[src/rtl/param_pkg.sv]
// Shared data-bus geometry used by the DBIU path and everything in front of it.
package param_pkg;
    localparam int DBUS_AW   = 32;
    localparam int DBUS_DW   = 32;
    localparam int DBUS_ISEL = 4;
endpackage

[src/rtl/dbus_rr_arbiter_if.sv]
// Bundle of master-side and DBIU-side data-bus signals around the round-robin arbiter.
// Valid/ready: a master holds req and its adr/dat/we/sel stable until it sees its ack bit; ack is a one-cycle pulse.
interface dbus_rr_arbiter_if #(
    parameter int NUM_M = 2
);
    logic [NUM_M-1:0]                          req_m2arb;
    logic [NUM_M-1:0][param_pkg::DBUS_AW-1:0]  adr_m2arb;
    logic [NUM_M-1:0][param_pkg::DBUS_DW-1:0]  dat_m2arb;
    logic [NUM_M-1:0]                          we_m2arb;
    logic [NUM_M-1:0][param_pkg::DBUS_ISEL-1:0] sel_m2arb;
    logic [param_pkg::DBUS_DW-1:0]             dat_arb2m;
    logic [NUM_M-1:0]                          ack_arb2m;
    logic [NUM_M-1:0]                          gnt_arb2m;

    logic                                      req_m2dbiu;
    logic [param_pkg::DBUS_AW-1:0]             adr_m2dbiu;
    logic [param_pkg::DBUS_DW-1:0]             dat_m2dbiu;
    logic                                      we_m2dbiu;
    logic [param_pkg::DBUS_ISEL-1:0]           sel_m2dbiu;
    logic [param_pkg::DBUS_DW-1:0]             dat_dbiu2m;
    logic                                      ack_dbiu2m;

    // Environment view: the masters plus the DBIU adapter.
    modport master (
        output req_m2arb, adr_m2arb, dat_m2arb, we_m2arb, sel_m2arb,
        output dat_dbiu2m, ack_dbiu2m,
        input  dat_arb2m, ack_arb2m, gnt_arb2m,
        input  req_m2dbiu, adr_m2dbiu, dat_m2dbiu, we_m2dbiu, sel_m2dbiu
    );

    // Arbiter view.
    modport slave (
        input  req_m2arb, adr_m2arb, dat_m2arb, we_m2arb, sel_m2arb,
        input  dat_dbiu2m, ack_dbiu2m,
        output dat_arb2m, ack_arb2m, gnt_arb2m,
        output req_m2dbiu, adr_m2dbiu, dat_m2dbiu, we_m2dbiu, sel_m2dbiu
    );
endinterface

[src/rtl/dbus_rr_arbiter.sv]
// Round-robin arbiter sharing the single DBIU data-bus port among NUM_M masters.
// One grant at a time; an IDLE cycle always separates consecutive grants.
module dbus_rr_arbiter #(
    parameter int NUM_M = 2
) (
    input  logic             clk,
    input  logic             rst,
    dbus_rr_arbiter_if.slave bus,
    output logic [0:0]       state_dbg
);
    localparam int IDX_W = $clog2(NUM_M);

    localparam logic [0:0] ST_IDLE = 1'b0;
    localparam logic [0:0] ST_BUSY = 1'b1;

    localparam logic [IDX_W-1:0] LAST_RST = IDX_W'(NUM_M - 1);

    logic [0:0]       state;
    logic [0:0]       state_nxt;
    logic [IDX_W-1:0] gnt_idx;
    logic [IDX_W-1:0] gnt_idx_nxt;
    logic [IDX_W-1:0] last_idx;
    logic [IDX_W-1:0] last_idx_nxt;
    logic [IDX_W-1:0] pick_idx;
    logic [IDX_W-1:0] cand_idx;
    logic             pick_vld;
    logic             busy;
    logic             gnt_req;
    logic [NUM_M-1:0] gnt_oh;
    int               cand;

    assign busy    = (state == ST_BUSY);
    assign gnt_req = bus.req_m2arb[gnt_idx];
    assign gnt_oh  = NUM_M'(1) << gnt_idx;

    // First requester strictly after last_idx, wrapping modulo NUM_M.
    always_comb begin
        pick_idx = last_idx;
        pick_vld = 1'b0;
        cand     = 0;
        cand_idx = '0;
        for (int i = 1; i <= NUM_M; i++) begin
            cand = int'(last_idx) + i;
            if (cand >= NUM_M) begin
                cand = cand - NUM_M;
            end
            cand_idx = IDX_W'(cand);
            if (!pick_vld && bus.req_m2arb[cand_idx]) begin
                pick_vld = 1'b1;
                pick_idx = cand_idx;
            end
        end
    end

    always_comb begin
        state_nxt    = state;
        gnt_idx_nxt  = gnt_idx;
        last_idx_nxt = last_idx;
        case (state)
            ST_IDLE: begin
                if (pick_vld) begin
                    gnt_idx_nxt = pick_idx;
                    state_nxt   = ST_BUSY;
                end
            end
            ST_BUSY: begin
                // Completion and abort both retire the grant and rotate priority.
                if (bus.ack_dbiu2m || !gnt_req) begin
                    last_idx_nxt = gnt_idx;
                    state_nxt    = ST_IDLE;
                end
            end
            default: begin
                state_nxt = ST_IDLE;
            end
        endcase
    end

    always_ff @(posedge clk or posedge rst) begin
        if (rst) begin
            state    <= ST_IDLE;
            gnt_idx  <= '0;
            last_idx <= LAST_RST;
        end else begin
            state    <= state_nxt;
            gnt_idx  <= gnt_idx_nxt;
            last_idx <= last_idx_nxt;
        end
    end

    // Forwarded bundle is forced to zero outside BUSY so nothing leaks to the DBIU.
    assign bus.req_m2dbiu = busy & gnt_req;
    assign bus.adr_m2dbiu = busy ? bus.adr_m2arb[gnt_idx] : '0;
    assign bus.dat_m2dbiu = busy ? bus.dat_m2arb[gnt_idx] : '0;
    assign bus.we_m2dbiu  = busy & bus.we_m2arb[gnt_idx];
    assign bus.sel_m2dbiu = busy ? bus.sel_m2arb[gnt_idx] : '0;

    assign bus.dat_arb2m  = bus.dat_dbiu2m;
    assign bus.ack_arb2m  = (busy && bus.ack_dbiu2m) ? gnt_oh : '0;
    assign bus.gnt_arb2m  = busy ? gnt_oh : '0;

    assign state_dbg      = state;

    ap_gnt_onehot: assert property (@(posedge clk) disable iff (rst)
        $onehot0(bus.gnt_arb2m));
    ap_ack_in_gnt: assert property (@(posedge clk) disable iff (rst)
        ((bus.ack_arb2m & ~bus.gnt_arb2m) == '0));
endmodule

[src/flat_wrapper.sv]
// flat-port wrapper written by rule: the top's interface ports become plain ports
module dbus_rr_arbiter_flat 
#(
    parameter int NUM_M = 2
)
  (clk, rst, state_dbg, bus_req_m2arb, bus_adr_m2arb, bus_dat_m2arb, bus_we_m2arb, bus_sel_m2arb, bus_dat_dbiu2m, bus_ack_dbiu2m, bus_dat_arb2m, bus_ack_arb2m, bus_gnt_arb2m, bus_req_m2dbiu, bus_adr_m2dbiu, bus_dat_m2dbiu, bus_we_m2dbiu, bus_sel_m2dbiu);
  dbus_rr_arbiter_if #(.NUM_M(NUM_M)) bus_i ();
  input  logic clk;
  input  logic rst;
  output logic [0:0] state_dbg;
  input wire logic [$bits(bus_i.req_m2arb)-1:0] bus_req_m2arb;
  input wire logic [$bits(bus_i.adr_m2arb)-1:0] bus_adr_m2arb;
  input wire logic [$bits(bus_i.dat_m2arb)-1:0] bus_dat_m2arb;
  input wire logic [$bits(bus_i.we_m2arb)-1:0] bus_we_m2arb;
  input wire logic [$bits(bus_i.sel_m2arb)-1:0] bus_sel_m2arb;
  input wire logic [$bits(bus_i.dat_dbiu2m)-1:0] bus_dat_dbiu2m;
  input wire logic [$bits(bus_i.ack_dbiu2m)-1:0] bus_ack_dbiu2m;
  output wire logic [$bits(bus_i.dat_arb2m)-1:0] bus_dat_arb2m;
  output wire logic [$bits(bus_i.ack_arb2m)-1:0] bus_ack_arb2m;
  output wire logic [$bits(bus_i.gnt_arb2m)-1:0] bus_gnt_arb2m;
  output wire logic [$bits(bus_i.req_m2dbiu)-1:0] bus_req_m2dbiu;
  output wire logic [$bits(bus_i.adr_m2dbiu)-1:0] bus_adr_m2dbiu;
  output wire logic [$bits(bus_i.dat_m2dbiu)-1:0] bus_dat_m2dbiu;
  output wire logic [$bits(bus_i.we_m2dbiu)-1:0] bus_we_m2dbiu;
  output wire logic [$bits(bus_i.sel_m2dbiu)-1:0] bus_sel_m2dbiu;
  assign bus_i.req_m2arb = bus_req_m2arb;
  assign bus_i.adr_m2arb = bus_adr_m2arb;
  assign bus_i.dat_m2arb = bus_dat_m2arb;
  assign bus_i.we_m2arb = bus_we_m2arb;
  assign bus_i.sel_m2arb = bus_sel_m2arb;
  assign bus_i.dat_dbiu2m = bus_dat_dbiu2m;
  assign bus_i.ack_dbiu2m = bus_ack_dbiu2m;
  assign bus_dat_arb2m = bus_i.dat_arb2m;
  assign bus_ack_arb2m = bus_i.ack_arb2m;
  assign bus_gnt_arb2m = bus_i.gnt_arb2m;
  assign bus_req_m2dbiu = bus_i.req_m2dbiu;
  assign bus_adr_m2dbiu = bus_i.adr_m2dbiu;
  assign bus_dat_m2dbiu = bus_i.dat_m2dbiu;
  assign bus_we_m2dbiu = bus_i.we_m2dbiu;
  assign bus_sel_m2dbiu = bus_i.sel_m2dbiu;
  dbus_rr_arbiter #(.NUM_M(NUM_M)) u_core (.clk(clk), .rst(rst), .bus(bus_i), .state_dbg(state_dbg));
endmodule
[config.mk]
export PLATFORM = sky130hd
export DESIGN_NAME = dbus_rr_arbiter_flat
export DESIGN_NICKNAME = d
export VERILOG_FILES = /design/src/rtl/param_pkg.sv /design/src/rtl/dbus_rr_arbiter_if.sv /design/src/rtl/dbus_rr_arbiter.sv /design/src/flat_wrapper.sv
export SDC_FILE = /design/constraint.sdc
export NUM_CORES = 1
export LEC_CHECK = 0
export ABC_AREA = 1
export BUFFER_PORTS_ARGS = -buffer_cell sky130_fd_sc_hd__buf_2
export CORE_AREA = 2 2 109 111
export DETAILED_ROUTE_END_ITERATION = 6
export DIE_AREA = 0 0 111 113
export PLACE_DENSITY = 0.5
export SLEW_MARGIN = 0
export SYNTH_ARGS = -nofsm -noshare
export SYNTH_HDL_FRONTEND = slang
export SYNTH_SLANG_ARGS = --single-unit
[constraint.sdc]
create_clock -name clk -period 1.6 [get_ports clk]
set_clock_uncertainty 0.2 [all_clocks]
set_input_delay 0.16 -clock clk [delete_from_list [all_inputs] [get_ports clk]]
set_output_delay 0.16 -clock clk [all_outputs]
set_load 0.05 [all_outputs]
# Yosys cells after proc, flatten, opt, wreduce, memory -nomap -nowiden
# Cells that the tools add are included.
# Widths: inputs -> output; s select.
[word_totals] input_bits=175 out_inout_bits=107 register_bits=3
[op_classes] bitwise=3 n_reduce_logical=7 muxes=28 n_shift=1 order_cmp=5 addsub=4
[ops] cell="$mux 32" count=6
[ops] cell="$mux 1" count=16
[ops] cell="$mux 4" count=3
[ops] cell="$lt 1x2->1 const B" count=3
[ops] cell="$mux 2" count=2
[ops] cell="$reduce_and 2->1" count=2
[ops] cell="$add 1x2->3 const B" count=1
[ops] cell="$ge 3x2->1 const B" count=1
[ops] cell="$add 1x1->2 const B" count=1
[ops] cell="$and 1x1->1" count=2
[ops] cell="$ge 2x2->1 const B" count=1
[ops] cell="$logic_and 1x1->1" count=2
[ops] cell="$logic_not 1->1" count=2
[ops] cell="$pmux 1 s2" count=1
[ops] cell="$shl 1x1->2 const A" count=1
[ops] cell="$sub 1x1->1 const B" count=2
[ops] cell="$logic_or 1x1->1" count=1
[ops] cell="$not 1->1" count=1

# Depth between registers and ports, before layout
# Gate-level depths: netlist of the first run.
[depth] ltp_word=11 ltp_mapped=6 ltp_nobuf=6

# Least setup slack after synthesis of the first run
# OpenSTA, ideal clock, no wires.
[synth_timing] kind="register -> output" from="reg u_core.state, in the netlist u_core.state_dbg" to="out bus_adr_m2dbiu[22]" setup_slack_ps=-385 t_arrival_ps=1625 n_path_buf=1 path_stages_with_launch=5 cell_sequence="dfrtp_1 -> nand2_2 -> inv_4 -> buf_6 -> a22o_1"
[synth_between] elab_chain_len=1
[synth_lines] item="start: declaration" line_no="dbus_rr_arbiter.sv:18" rtl="logic [0:0] state;"
[synth_lines] item="start signal: assignment" line_no="dbus_rr_arbiter.sv:85" rtl="state <= state_nxt;"
[synth_lines] item="$mux 32" line_no="dbus_rr_arbiter.sv:93" rtl="assign bus.adr_m2dbiu = busy ? bus.adr_m2arb[gnt_idx] : '0;"
[synth_lines] item="end: declaration" line_no="flat_wrapper.sv:22" rtl="output wire logic [$bits(bus_i.adr_m2dbiu)-1:0] bus_adr_m2dbiu;"
# Every way passes these cells.

# Worst setup path after layout of the first run
[layout_timing] from="reg u_core.state, in the netlist u_core.state_dbg" to="out bus_adr_m2dbiu[1]"
# The elaborated chain is that of the path after synthesis.

==> results of run 1 <==
## synthesized netlist by cell type
library cell and n:
a22o_1 69, buf_4 32, buf_6 14, dfrtp_1 2
dfstp_2 1, inv_1 5, inv_2 1, inv_4 2
nand2_1 9, nand2_2 2, nand3_1 3, nor2_1 3
o21ai_0 2
## flip-flops by register name, summed over array words and instances, names as in the netlist
| name | count |
|---|---|
| u_core.last_idx | 1 |
| u_core.gnt_idx | 1 |
| u_core.state_dbg | 1 |
## layout by cell type (no fill, tap or decap), drive strengths merged
cell type	n
buf	231
a22o	69
nand2	11
inv	8
clkbuf	4
nand3	3
nor2	3
o21ai	2
dfrtp	2
dlygate4sd3	1
dfstp	1
## power breakdown
part	leakage, nW	internal [W]	switching [W]	total, W
registers	0.0333	0.000124	0.0000411	0.000165
clock network	0.0382	0.000330	0.0000804	0.000410
logic	1.57	0.00302	0.00457	0.00758
total	1.64	0.00347	0.00469	0.00816
## worst paths after layout
check                                      start           endpoint  slack, ps  cells after the start
worst min-delay path            bus_req_m2arb[1]     u_core.gnt_idx         30                      3
worst min register to register   u_core.last_idx    u_core.last_idx        260                      2
worst max register to register  u_core.state_dbg     u_core.gnt_idx        260                      6
max in group asynchronous                    rst    u_core.last_idx        830                      3
min in group asynchronous                    rst     u_core.gnt_idx        150                      3
worst max-delay path            u_core.state_dbg  bus_adr_m2dbiu[1]       -200                      5
## cell families (layout without fill, tap and decap cells)
family / after synthesis / after routing / share of synthesized area
buffers and inverters: 54 / 244 / 0.362
AND/OR/NAND/NOR: 17 / 17 / 0.0607
flip-flops: 3 / 3 / 0.0638
AO/OA/AOI/OAI: 71 / 71 / 0.514
## worst register-to-register path, stage by stage (launching register included)
cell and delay, ps:
dfrtp_2 430, buf_4 140, buf_4 140, inv_2 70
o21ai_0 110, nand2_1 70, nand2_1 60
## per-layer routing
| layer | vias up | track usage |
|---|---|---|
| met4 | 0 | 0.0242 |
| met1 | 893 | 0.112 |
| met2 | 120 | 0.191 |
| met5 | - | 0 |
| li1 | 905 | - |
| met3 | 18 | 0.0193 |
## layout make-up
type / instances / share of cell area
timing repair buffer: 232 / 0.582
multi-input combinational: 88 / 0.294
tap: 143 / 0.0588
clock buffer: 4 / 0.0259
sequential: 3 / 0.0255
inverter: 8 / 0.0132
## repair_timing
action,4_1_cts,5_1_grt
hold buffers,1,0
setup buffers,3,2
resized for setup,152,9
cloned,2,0
hold endpoints to repair,3,0
pin swaps,1,1
setup endpoints to repair,72,74
## metrics by stage
| step | cells | TNS [ps] | instance area [µm²] | utilization |
|---|---|---|---|---|
| 2_1_floorplan | 145 | -329 | 1350 | - |
| 3_3_place_gp | 467 | -75.7 | 2360 | 0.209 |
| 3_5_place_dp | 467 | -1100 | 2360 | 0.209 |
| 4_1_cts | 477 | -10810 | 3010 | 0.267 |
| 5_1_grt | 478 | -15060 | 3040 | 0.270 |
| 6_report | 478 | -11770 | 3040 | 0.270 |
==> impl_results.md, run 1 <==
- Share of post-route cells with drive strength above 1: 0.946
- RSZ-0062 raised after global routing: yes
- Yosys synthesis warning count: 0
- Worst path top cell family by delay: flip-flops
- Worst slew pin tran: 248 ps
- Core area: between 10000 and 15000 µm²
- Failing checks: setup timing
- Footprint of the multi-input gates: 896 µm²
- Total track usage: 0.0992
- Worst-Skew Late Latency: ~230 ps
- Flops & latches, synth: 3
- Outcome: finished with violations
- WHS: just under 30 ps
- Number of buffers created by CTS: 3
- Yosys top cell area share: 0.505
- Final worst setup slack: -200 ps
- CP arrival: around 1400 ps
- Die Width: around 110 µm
- H-tree depth: 1
- Worst setup SP type: flop
- Max frequency: between 0.5 and 0.6 GHz
- # DRC: 0
- Layout Nets: slightly above 500
- Syn Nets: 320
- Peak supply drop: 0.00110 V
- CP max FO: between 40 and 50
- Leakage Power: 1.64 nW
- Clk sinks: 3
- Number of iterations in the first detailed-routing pass: 4
- Post-route ant nets: 0
- Tot Pwr: 0.00816 W
- First-pass GRT wire length: between 10 and 15 mm
- Grt ovf: 0
- DP HPWL: slightly above 5 mm
- Area leader, netlist: a22o_1
- Top sig layer: met4
- Slowest stage delay, CP: around 430 ps
- Fin crit period: approximately 1800 ps
- Initial DRC Count: 42
- Final count of hold timing violations: 0
- CTS tree: done
- Syn Area/Cell: roughly 8.2 µm²
- Req. time, crit path: ~1200 ps
- P&R area growth vs syn: 154%
- Fin crit share: 1.13
- Register area: 77.6 µm²
- Post-Syn Instances: approximately 150
- Crit path buffers/inverters: 3
- Die height: around 110 µm
- Fill count: 1186
- Pre-CTS setup slack: -52.0 ps
- Metal2 WL: ~3.7 mm
- Met3 WL post-DR: 558 µm
- # setup viols final: between 70 and 80
- GPL Wtd Cong: about 0.70
- Vias: 1936
- Std-Cell Rows: 39
- Initial antenna violation count: 0
- Synthesized cell area: around 1200 µm²
- Slew Limit Fails: 0
- Crit path cell chain: nand2_2 -> inv_4 -> buf_12 -> a22o_2 -> buf_6
- Reg clk slew, reported paths: ~30 ps
- Netlist cell types: 13
- Sequential area share after synthesis: 0.0638
- Crit Path Category: reg -> out
- Slowest-stage cell, CP: dfrtp_2
- WL per Instance: between 10 and 15 µm
- CTS root buffer: clkbuf_16
- Synth area leaders: a22o_1 (51%), buf_4 (20%), buf_6 (13%)
- Port bufs: around 220
- I/O pin cnt: about 280
- # diodes: 0
- Initial Utilization: 0.106
- Number of global-route vias before repair: approximately 2000
- Rel. slew slack: 0.836
- Post-Route M1 WL: approximately 2.5 mm
- Vias per cell: between 4 and 5
- Clock buffer depth: 2
- Max Cap Viol: 0
- Pin count of the biggest net entering global routing: 46
- DIE AREA: ~13000 µm²
- Crit end category: primary output
- Routed wire length: around 6.9 mm
- Pwr/cell area: 2680 nW/µm²
- Worst Hold Class: in -> reg
No activity file was read; power rests on OpenSTA's default activity.
==> run 2: changes to the inputs <==
Settings changed: ABC_AREA 1 to unset, CORE_AREA 2 2 109 111 to 2 2 108 110, DIE_AREA 0 0 111 113 to 0 0 110 112, PLACE_DENSITY 0.5 to 0.54.
==> impl_results.md, run 2 <==
- Yosys synthesis warning count: 0
- Crit Path Category: reg -> out
- Most frequent cells in the layout: buf_2 (170), nor2_4 (71), mux2i_4 (37), buf_8 (31), buf_6 (21)
- Post-route ant nets: 0
- First-pass GRT wire length: ~10 mm
- Initial Utilization: 0.138
- Port bufs: 217
- Max Cap Viol: 0
- Core area: roughly 11000 µm²
- Worst slew pin tran: about 280 ps
- Die Width: between 100 and 150 µm
- Area leader, netlist: mux2i_1
- Dpl cell area: approximately 3200 µm²
- Commonest non-fill, non-tap cell in the layout: buf_2
- Sequential area share after synthesis: 0.0496
- Number of global-route vias before repair: 2200
- Initial antenna violation count: 0
- Slew Limit Fails: 0
- DP HPWL: 5.34 mm
- Setup slack, reg-to-reg: approximately 70 ps
- Outcome: finished with violations
- Routed wire length: ~7.5 mm
- GPL Wtd Cong: between 0.6 and 0.7
- Initial DRC Count: 31
- Pwr/cell area: around 2000 nW/µm²
- Fin crit share: 1.21
- Count leader, synth: nor2_1
- Vias: ~2200
- P&R area growth vs syn: 184%
- Req. time, crit path: 1240 ps
- H-tree depth: 1
- Flops & latches, synth: 3
- # diodes: 0
- Worst Hold Class: in -> reg
- Async SR Flop Fraction: 1.00
- Fill count: between 1000 and 1500
- Pin count of the biggest net entering global routing: 42
- Final cell count without fillers: between 500 and 600
- CTS tree: done
- Layout Nets: 587
- Max frequency: roughly 0.52 GHz
- DIE AREA: ~12000 µm²
- RSZ-0062 raised after global routing: yes
- Syn Area/Cell: roughly 7.4 µm²
- # setup viols final: between 70 and 80
- Crit path capture: bus_adr_m2dbiu[9]
- Worst setup SP type: flop
- Yosys top cell area share: 0.455
- Share of post-route cells with drive strength above 1: 0.932
- Total track usage: 0.101
- # DRC: 0
- Post-synth top cells: nor2_1 (72), mux2i_1 (70), buf_4 (34), buf_12 (5), buf_2 (4)
- Reg clk slew, reported paths: around 30 ps
- Critical Path Start: u_core.gnt_idx
- Reg-to-reg critical path endpoint: u_core.state_dbg
- Final worst setup slack: -331 ps
- Number of iterations in the first detailed-routing pass: 4
- Fin crit period: ~1900 ps
- FF-to-FF Start: u_core.gnt_idx
- Final core utilization: 0.391
- Die height: 112 µm
- Clock buffer depth: 2
- I/O pin cnt: approximately 280
- Grt ovf: 0
- Rel. slew slack: 0.808
- Post-Syn Instances: between 200 and 250
- Worst-Skew Late Latency: between 200 and 250 ps
- Final count of hold timing violations: 0
- Final instance area: 4370 µm²
- Failing checks: setup timing
- FF-to-FF path depth: 4
- Synthesized cell area: around 1500 µm²
- WL per Instance: between 10 and 15 µm
- Crit end category: primary output
- Synth area leaders: mux2i_1 (45%), nor2_1 (18%), buf_4 (17%)
- Syn Nets: roughly 380
- WHS: roughly 7.9 ps
- Std-Cell Rows: 39
- Netlist cell types: 21
- Leakage Power: about 1.9 nW
- CP arrival: between 1500 and 2000 ps
- Number of buffers created by CTS: 3
- Vias per cell: about 4
- Predominant post-synthesis flop cell: dfrtp_1
- CP max FO: 21
- Peak supply drop: approximately 0.0012 V
- Clk sinks: 3
- EDFF count, synth: 0
- Placed insts: 541
- CTS root buffer: clkbuf_16
## run 2: changes by cell type after synthesis, sizes merged, moves of 2 or more
| cell | delta |
|---|---|
| clkbuf | +2 |
| inv | -5 |
| a22o | -69 |
| nand2 | -9 |
| nor2 | +69 |
| and2 | +2 |
| nand3 | -2 |
| mux2i | +70 |
## run 2: cell families (layout without fill, tap and decap cells)
logic type	count (synthesis)	in the layout	synth area share
compound gates	4	4	0.0171
flops	3	3	0.0496
buf+inv	52	255	0.278
mux	70	70	0.455
simple gates	79	79	0.201
## run 2: area by class of cell
type                       count  area [µm²]  area share
tap                          143         179      0.0409
clock buffer                   4        78.8      0.0180
multi-input combinational    153        2110       0.482
timing repair buffer         248        1910       0.436
sequential                     3        81.3      0.0186
inverter                       3        18.8     0.00429
## run 2: repair_timing
item	in CTS	in global routing
pin swaps	3	28
gates resized for setup	143	88
setup buffers	4	1
hold buffers	1	0
gates cloned	0	4
setup endpoints to repair	74	74
hold endpoints to repair	3	0
## run 2: worst min-delay path by stage
stage,slack [ps],cells past startpoint,end,start
2_1_floorplan,-290,1,u_core.gnt_idx,rst
3_3_place_gp,-170,2,u_core.gnt_idx,rst
3_5_place_dp,-170,2,u_core.gnt_idx,rst
4_1_cts,10,2,u_core.state_dbg,bus_ack_dbiu2m
5_1_grt,40,2,u_core.state_dbg,bus_ack_dbiu2m
6_report,8,2,u_core.state_dbg,bus_ack_dbiu2m
## run 2: through the flow
step                      TNS, ps  total power [W]  setup WS, ps
after floorplan                 0          0.00526          6.23
after global placement      -4110          0.00591          -147
after detailed placement    -5160          0.00597          -167
after CTS                  -20860          0.00762          -340
after global routing       -23790          0.00896          -408
final                      -20320          0.00859          -331
## run 2: critical path, cell delays in order, from the launching register on
cell and delay, ps:
dfrtp_4 510, buf_16 220, mux2i_1 330, nor2_4 60, buf_2 210
## run 2: layer usage
layer  vias up  track usage  share of wire
met5         -            0              0
met3        18       0.0146          0.084
met1      1016        0.101           0.32
met2       129        0.207           0.58
met4         0       0.0304          0.016
li1       1064            -              -
## run 2: report_power, final
group          internal, W  switching, W
combinational      0.00351       0.00447
clock             0.000328     0.0000642
sequential        0.000129     0.0000847
